===== src/rtl/cp0_pkg.sv =====
// Shared CP0 constants: register indices, exception codes, bit positions.
// Also holds the EPC victim-address helper used by the exception unit.
package cp0_pkg;

    localparam logic [4:0] CP0_SR    = 5'd12;
    localparam logic [4:0] CP0_CAUSE = 5'd13;
    localparam logic [4:0] CP0_EPC   = 5'd14;
    localparam logic [4:0] CP0_PRID  = 5'd15;

    localparam logic [4:0] EXC_INT     = 5'd0;
    localparam logic [4:0] EXC_ADEL    = 5'd4;
    localparam logic [4:0] EXC_ADES    = 5'd5;
    localparam logic [4:0] EXC_SYSCALL = 5'd8;
    localparam logic [4:0] EXC_RI      = 5'd10;
    localparam logic [4:0] EXC_OV      = 5'd12;

    localparam int SR_IE      = 0;
    localparam int SR_EXL     = 1;
    localparam int CAUSE_BD   = 31;
    localparam int IM_BASE    = 10;
    localparam int EXCCODE_LO = 2;

    // Delay-slot victims restart at the branch, and EPC is word aligned.
    function automatic logic [31:0] victim_pc(input logic [31:0] pc,
                                              input logic        bd);
        logic [31:0] p;
        p = bd ? (pc - 32'd4) : pc;
        return {p[31:2], 2'b00};
    endfunction

endpackage


===== src/rtl/cp0_exc_arb.sv =====
// Interrupt / exception arbitration for CP0.
// Interrupts win over synchronous exceptions; nothing fires while EXL=1.
module cp0_exc_arb
    import cp0_pkg::*;
#(
    parameter int NUM_HWINT = 6
) (
    input  logic [NUM_HWINT-1:0] ip_i,
    input  logic [NUM_HWINT-1:0] im_i,
    input  logic                 ie_i,
    input  logic                 exl_i,
    input  logic [4:0]           exccode_i,
    output logic                 req_o,
    output logic [4:0]           code_o
);

    logic int_req;
    logic exc_req;

    // Request terms and the ExcCode to record when a request is taken.
    always_comb begin
        int_req = ie_i & ~exl_i & (|(ip_i & im_i));
        exc_req = ~exl_i & (exccode_i != 5'd0);
        req_o   = int_req | exc_req;
        code_o  = int_req ? EXC_INT : exccode_i;
    end

endmodule


===== src/rtl/cp0_exc_unit.sv =====
// CP0 exception and interrupt unit at the M stage.
// Holds SR/Cause/EPC/PRId and raises a one-cycle redirect request.
module cp0_exc_unit
    import cp0_pkg::*;
#(
    parameter int          NUM_HWINT = 6,
    parameter logic [31:0] EXC_ENTRY = 32'h0000_4180,
    parameter logic [31:0] PRID      = 32'h2022_0707
) (
    input  logic                 clk,
    input  logic                 reset,
    input  logic [31:0]          m_pc,
    input  logic [4:0]           m_exccode,
    input  logic                 m_bd,
    input  logic [NUM_HWINT-1:0] hwint,
    input  logic                 we,
    input  logic [4:0]           a1,
    input  logic [4:0]           a2,
    input  logic [31:0]          wd,
    input  logic                 eret,
    output logic [31:0]          rd,
    output logic                 req,
    output logic [31:0]          exc_pc,
    output logic [31:0]          epc_out
);

    localparam logic NORMAL  = 1'b0;
    localparam logic HANDLER = 1'b1;

    logic [NUM_HWINT-1:0] im_q, im_d;
    logic [NUM_HWINT-1:0] ip_q, ip_d;
    logic                 ie_q, ie_d;
    logic                 exl_q, exl_d;
    logic                 bd_q, bd_d;
    logic [4:0]           code_q, code_d;
    logic [31:0]          epc_q, epc_d;

    logic [4:0]           arb_code;
    logic [31:0]          sr_w;
    logic [31:0]          cause_w;

    cp0_exc_arb #(
        .NUM_HWINT (NUM_HWINT)
    ) u_arb (
        .ip_i      (ip_q),
        .im_i      (im_q),
        .ie_i      (ie_q),
        .exl_i     (exl_q),
        .exccode_i (m_exccode),
        .req_o     (req),
        .code_o    (arb_code)
    );

    // Next state: a taken request kills the victim's mtc0/eret.
    always_comb begin
        ip_d   = hwint;
        im_d   = im_q;
        ie_d   = ie_q;
        exl_d  = exl_q;
        bd_d   = bd_q;
        code_d = code_q;
        epc_d  = epc_q;
        if (req) begin
            exl_d  = HANDLER;
            bd_d   = m_bd;
            code_d = arb_code;
            epc_d  = victim_pc(m_pc, m_bd);
        end else begin
            if (eret) begin
                exl_d = NORMAL;
            end
            if (we) begin
                case (a2)
                    CP0_SR: begin
                        im_d  = wd[IM_BASE +: NUM_HWINT];
                        exl_d = wd[SR_EXL];
                        ie_d  = wd[SR_IE];
                    end
                    CP0_EPC: epc_d = wd;
                    default: ;
                endcase
            end
        end
    end

    // CP0 register state with synchronous reset.
    always_ff @(posedge clk) begin
        if (reset) begin
            im_q   <= '0;
            ip_q   <= '0;
            ie_q   <= 1'b0;
            exl_q  <= NORMAL;
            bd_q   <= 1'b0;
            code_q <= 5'd0;
            epc_q  <= 32'd0;
        end else begin
            im_q   <= im_d;
            ip_q   <= ip_d;
            ie_q   <= ie_d;
            exl_q  <= exl_d;
            bd_q   <= bd_d;
            code_q <= code_d;
            epc_q  <= epc_d;
        end
    end

    // Architectural views of SR and Cause, unused bits read as zero.
    always_comb begin
        sr_w                        = 32'd0;
        sr_w[IM_BASE +: NUM_HWINT]  = im_q;
        sr_w[SR_EXL]                = exl_q;
        sr_w[SR_IE]                 = ie_q;
        cause_w                     = 32'd0;
        cause_w[CAUSE_BD]           = bd_q;
        cause_w[IM_BASE +: NUM_HWINT] = ip_q;
        cause_w[EXCCODE_LO +: 5]    = code_q;
    end

    // mfc0 read mux, no write-through bypass.
    always_comb begin
        case (a1)
            CP0_SR:    rd = sr_w;
            CP0_CAUSE: rd = cause_w;
            CP0_EPC:   rd = epc_q;
            CP0_PRID:  rd = PRID;
            default:   rd = 32'd0;
        endcase
    end

    assign exc_pc  = EXC_ENTRY;
    assign epc_out = epc_q;

endmodule


===== config.mk =====
export PLATFORM = sky130hd
export DESIGN_NAME = cp0_exc_unit
export DESIGN_NICKNAME = d
export VERILOG_FILES = /design/src/rtl/cp0_pkg.sv /design/src/rtl/cp0_exc_arb.sv /design/src/rtl/cp0_exc_unit.sv
export SDC_FILE = /design/constraint.sdc
export NUM_CORES = 1
export LEC_CHECK = 0
export CORE_MARGIN = 10
export CORE_UTILIZATION = 45
export DETAILED_ROUTE_END_ITERATION = 8
export PLACE_DENSITY = 0.86
export SETUP_SLACK_MARGIN = 0.15
export SLEW_MARGIN = 10
export SYNTH_ARGS = -nofsm -noshare
export SYNTH_HDL_FRONTEND = slang
export SYNTH_SLANG_ARGS = --single-unit

===== constraint.sdc =====
create_clock -name clk -period 3.5 [get_ports clk]
set_input_delay 0.525 -clock clk [delete_from_list [all_inputs] [get_ports clk]]
set_output_delay 0.525 -clock clk [all_outputs]
set_load 0.02 [all_outputs]

==> results.toml <==
[synth]
yosysMostFrequentCell = "dfxtp_1"
synth_top_family_by_area = "simple AND/OR/NAND/NOR gates"
yosysWarnings = 0
ys_seq_elements = 52
synth_common_cells = "dfxtp_1 (52), nor2_1 (36), buf_4 (34), clkbuf_1 (34), a31oi_1 (30)"
synth-xor-area-share_pct = 1.36
synthSimpleGateAreaFrac_pct = 26.5
synth_top_area_share_pct = 26.9
synthesis.instances = 491
syn_area_sq_um = 3870
yosysTopAreaCell = "dfxtp_1"
synth-compound-area-share_pct = 23.9
synthAdderAreaFrac_pct = 0.323
synth_mux_area_share_pct = 7.50
synth_cell_types = 58
avgSynthCellArea_sq_um = 7.89
async_reset_ff_share_pct = 0
synth_edf_count = 0
synth-main-ff-cell = "dfxtp_1"
seq_area_frac_synth_pct = 26.9
synth.top_cells.by_area = "dfxtp_1 (27%), mux2i_1 (7.5%), buf_4 (6.6%)"

[clocking]
htreeDepth = 2
clock-root-buffer = "clkbuf_8"
clock_latency_ns = 0.32
hold_buffers = 0
cts_sinks = 52
cts_buffers = 5
cts_resized = 0
clkTransAtPathRegs_ns = 0.11
cts_tree = "built"
clockBufferDepth = 2
cts_setup_buffers = 0

[drt]
drc = 0
routed_wl_mm = 14.3
vias = 4318
drtAntennaViolNets = 0
first_iter_violations = 440
routedWlPerCell_um = 19.7
vias_per_cell = 5.93
firstDrtPassIters = 6

[pwr]
finalPower_uw = 1560
power_leakage_uw = 0.00188
power.density_nw_per_um2 = 285
p_clk_share_pct = 23.9
power_frac_seq_pct = 43.2
switching_share_pct = 34.6
p_switching_uw = 539
peakVddDrop_mv = 0.189
power_frac_comb_pct = 32.9
intPower_uw = 1020

[layout]
syn2layout_area_growth_pct = 41.1
layout-drive-gt1-share_pct = 6.58
nNetsFinal = 713
num_antenna_cells = 0
utilization_pct = 65.8
n_fill_cell = 678

[worst_setup_path]
critPathCapture = "rd[7]"
r2r-end = "im_q[2]"
cp_common_cell = "clkdlybuf4s50_1"
worstPathCellList = "clkdlybuf4s50_1 -> nand4b_1 -> buf_4 -> nor2_1 -> and2_1 -> clkdlybuf4s50_1"
worstPathArrival_ns = 2.61
r2r_start = "exl_q"
critPathBufInv = 3
crit_cells = 6
rrSetupSlack_ns = 1.35
path_class = "input pin to output pin"
slowest_stage = "clkdlybuf4s50_1"
cp_max_fo = 17
crit_family = "buffers and inverters"
reg2regPathDepth = 4
slowest_delay_ns = 0.80
cp-start-kind = "input pin"
critPathLaunch = "a1[1]"
cp_data_required_time_ns = 2.97
worstSetupEndpointType = "output pin"

[place]
gp_congestion = 0.919
port_buffers = 152
dp_hpwl_mm = 11.3

[min_path]
hp-class = "flip-flop to flip-flop"

[sta]
finalCriticalPeriod_ns = 3.13
report.final.slew_viol_count = 0
final.period_utilization_pct = 89.5
finalSetupViolCount = 0
tightest_slew_ns = 0.900
timing.fmax_mhz = 319
whs_ns = 0.482
skew_ns = 0.0105
slew_headroom_pct = 38.5
final_hold_viol_count = 0
rsz0062_at_grt = "false"
fin_setup_tns_ns = 0

[die]
die_h_um = 113
io_pins = 187
design.core.area_sq_um = 8300
fp.dieW_um = 113
initial_utilization_pct = 46.7
dieArea_sq_um = 12700
num_rows = 33

[run]
cap_violations = 0

[grt]
antenna_found_initial = 0
grt_max_degree = 35
overflow = 0
grt_pass1_wl_mm = 22.4
track_usage_pct = 21.0
grt_pass1_vias = 4108

[outcome]
outcome = "completed"
logic make-up after synthesis:
group,count (synthesis)
DFF,52
buffers and inverters,102
adders and majority gates,1
and+or+nand+nor,171
AOI/OAI and AO/OA,128
other,2
xor gates and xnor gates,6
muxes,29
per-layer routing:
layer | vias up | GRT usage (%) | routed length (um)
li1 | 2055 | - | -
met1 | 2050 | 25.3 | 5700
met2 | 197 | 37.4 | 7330
met3 | 16 | 4.12 | 1080
met4 | 0 | 5.08 | 218
met5 | - | 0 | 0
power groups by stage:
stage               clock network, uW  logic, uW  registers (uW)
finish                            371        512             672
global placement                    0        494             683
detailed placement                  0        503             685
floorplan                           0        246             710
CTS                               374        507             671
global route                      398        547             678
cells in the final DEF (no fill, tap or decap), types with 4 or more instances in the layout:
cell / synthesis / final
a2111oi_0: 5 / 5
a211oi_1: 22 / 22
a21oi_1: 15 / 14
a22oi_1: 8 / 8
a31oi_1: 30 / 30
and4_1: 18 / 18
buf_4: 34 / 18
clkbuf_8: 0 / 5
clkdlybuf4s50_1: 0 / 152
conb_1: 2 / 32
dfxtp_1: 52 / 52
inv_1: 25 / 25
mux2i_1: 29 / 29
nand2_1: 20 / 20
nand3_1: 8 / 8
nor2_1: 36 / 36
nor2b_1: 10 / 10
nor3_1: 18 / 18
nor4_1: 11 / 11
o21ai_0: 7 / 7
o31ai_1: 11 / 11
o41ai_1: 15 / 15
or3_1: 7 / 7
or3b_2: 4 / 4
or4_1: 13 / 13
through the flow:
step,cell area [sq um],setup WS [ns],std cells
final,5460,0.367,728
after global routing,5460,0.264,728
after CTS,5460,0.371,728
after detailed placement,5370,0.400,720
after global placement,5370,0.436,720
after floorplan,3990,1.29,521
sequential cells by signal, indices dropped and copies added (netlist names):
| name | count |
|---|---|
| ie_q | 1 |
| bd_q | 1 |
| exl_q | 1 |
| ip_q | 6 |
| epc_out | 32 |
| code_q | 5 |
| im_q | 6 |
worst register-to-register path: stages (launching register included):
cell      delay, ns
dfxtp_1        0.79
a311oi_4       0.13
buf_4          0.28
nor3_2         0.63
mux2i_1        0.26
how the worst min path moves through the flow:
stage	start	to	cells past startpoint
floorplan	im_q[0]	im_q[0]	2
global placement	im_q[0]	im_q[0]	2
detailed placement	im_q[0]	im_q[0]	2
CTS	im_q[0]	im_q[0]	2
global route	im_q[0]	im_q[0]	2
finish	im_q[0]	im_q[0]	2
layout make-up:
type,instances,area [sq um],area share [%]
clock buffers,5,68.8,1.26
clock inverters,3,26.3,0.481
inverters,26,97.6,1.79
multi-input cells,367,2440,44.7
flip-flops and latches,52,1040,19.1
well taps,105,131,2.40
repair buffers,170,1660,30.3
(Power assumes the default switching activity.)
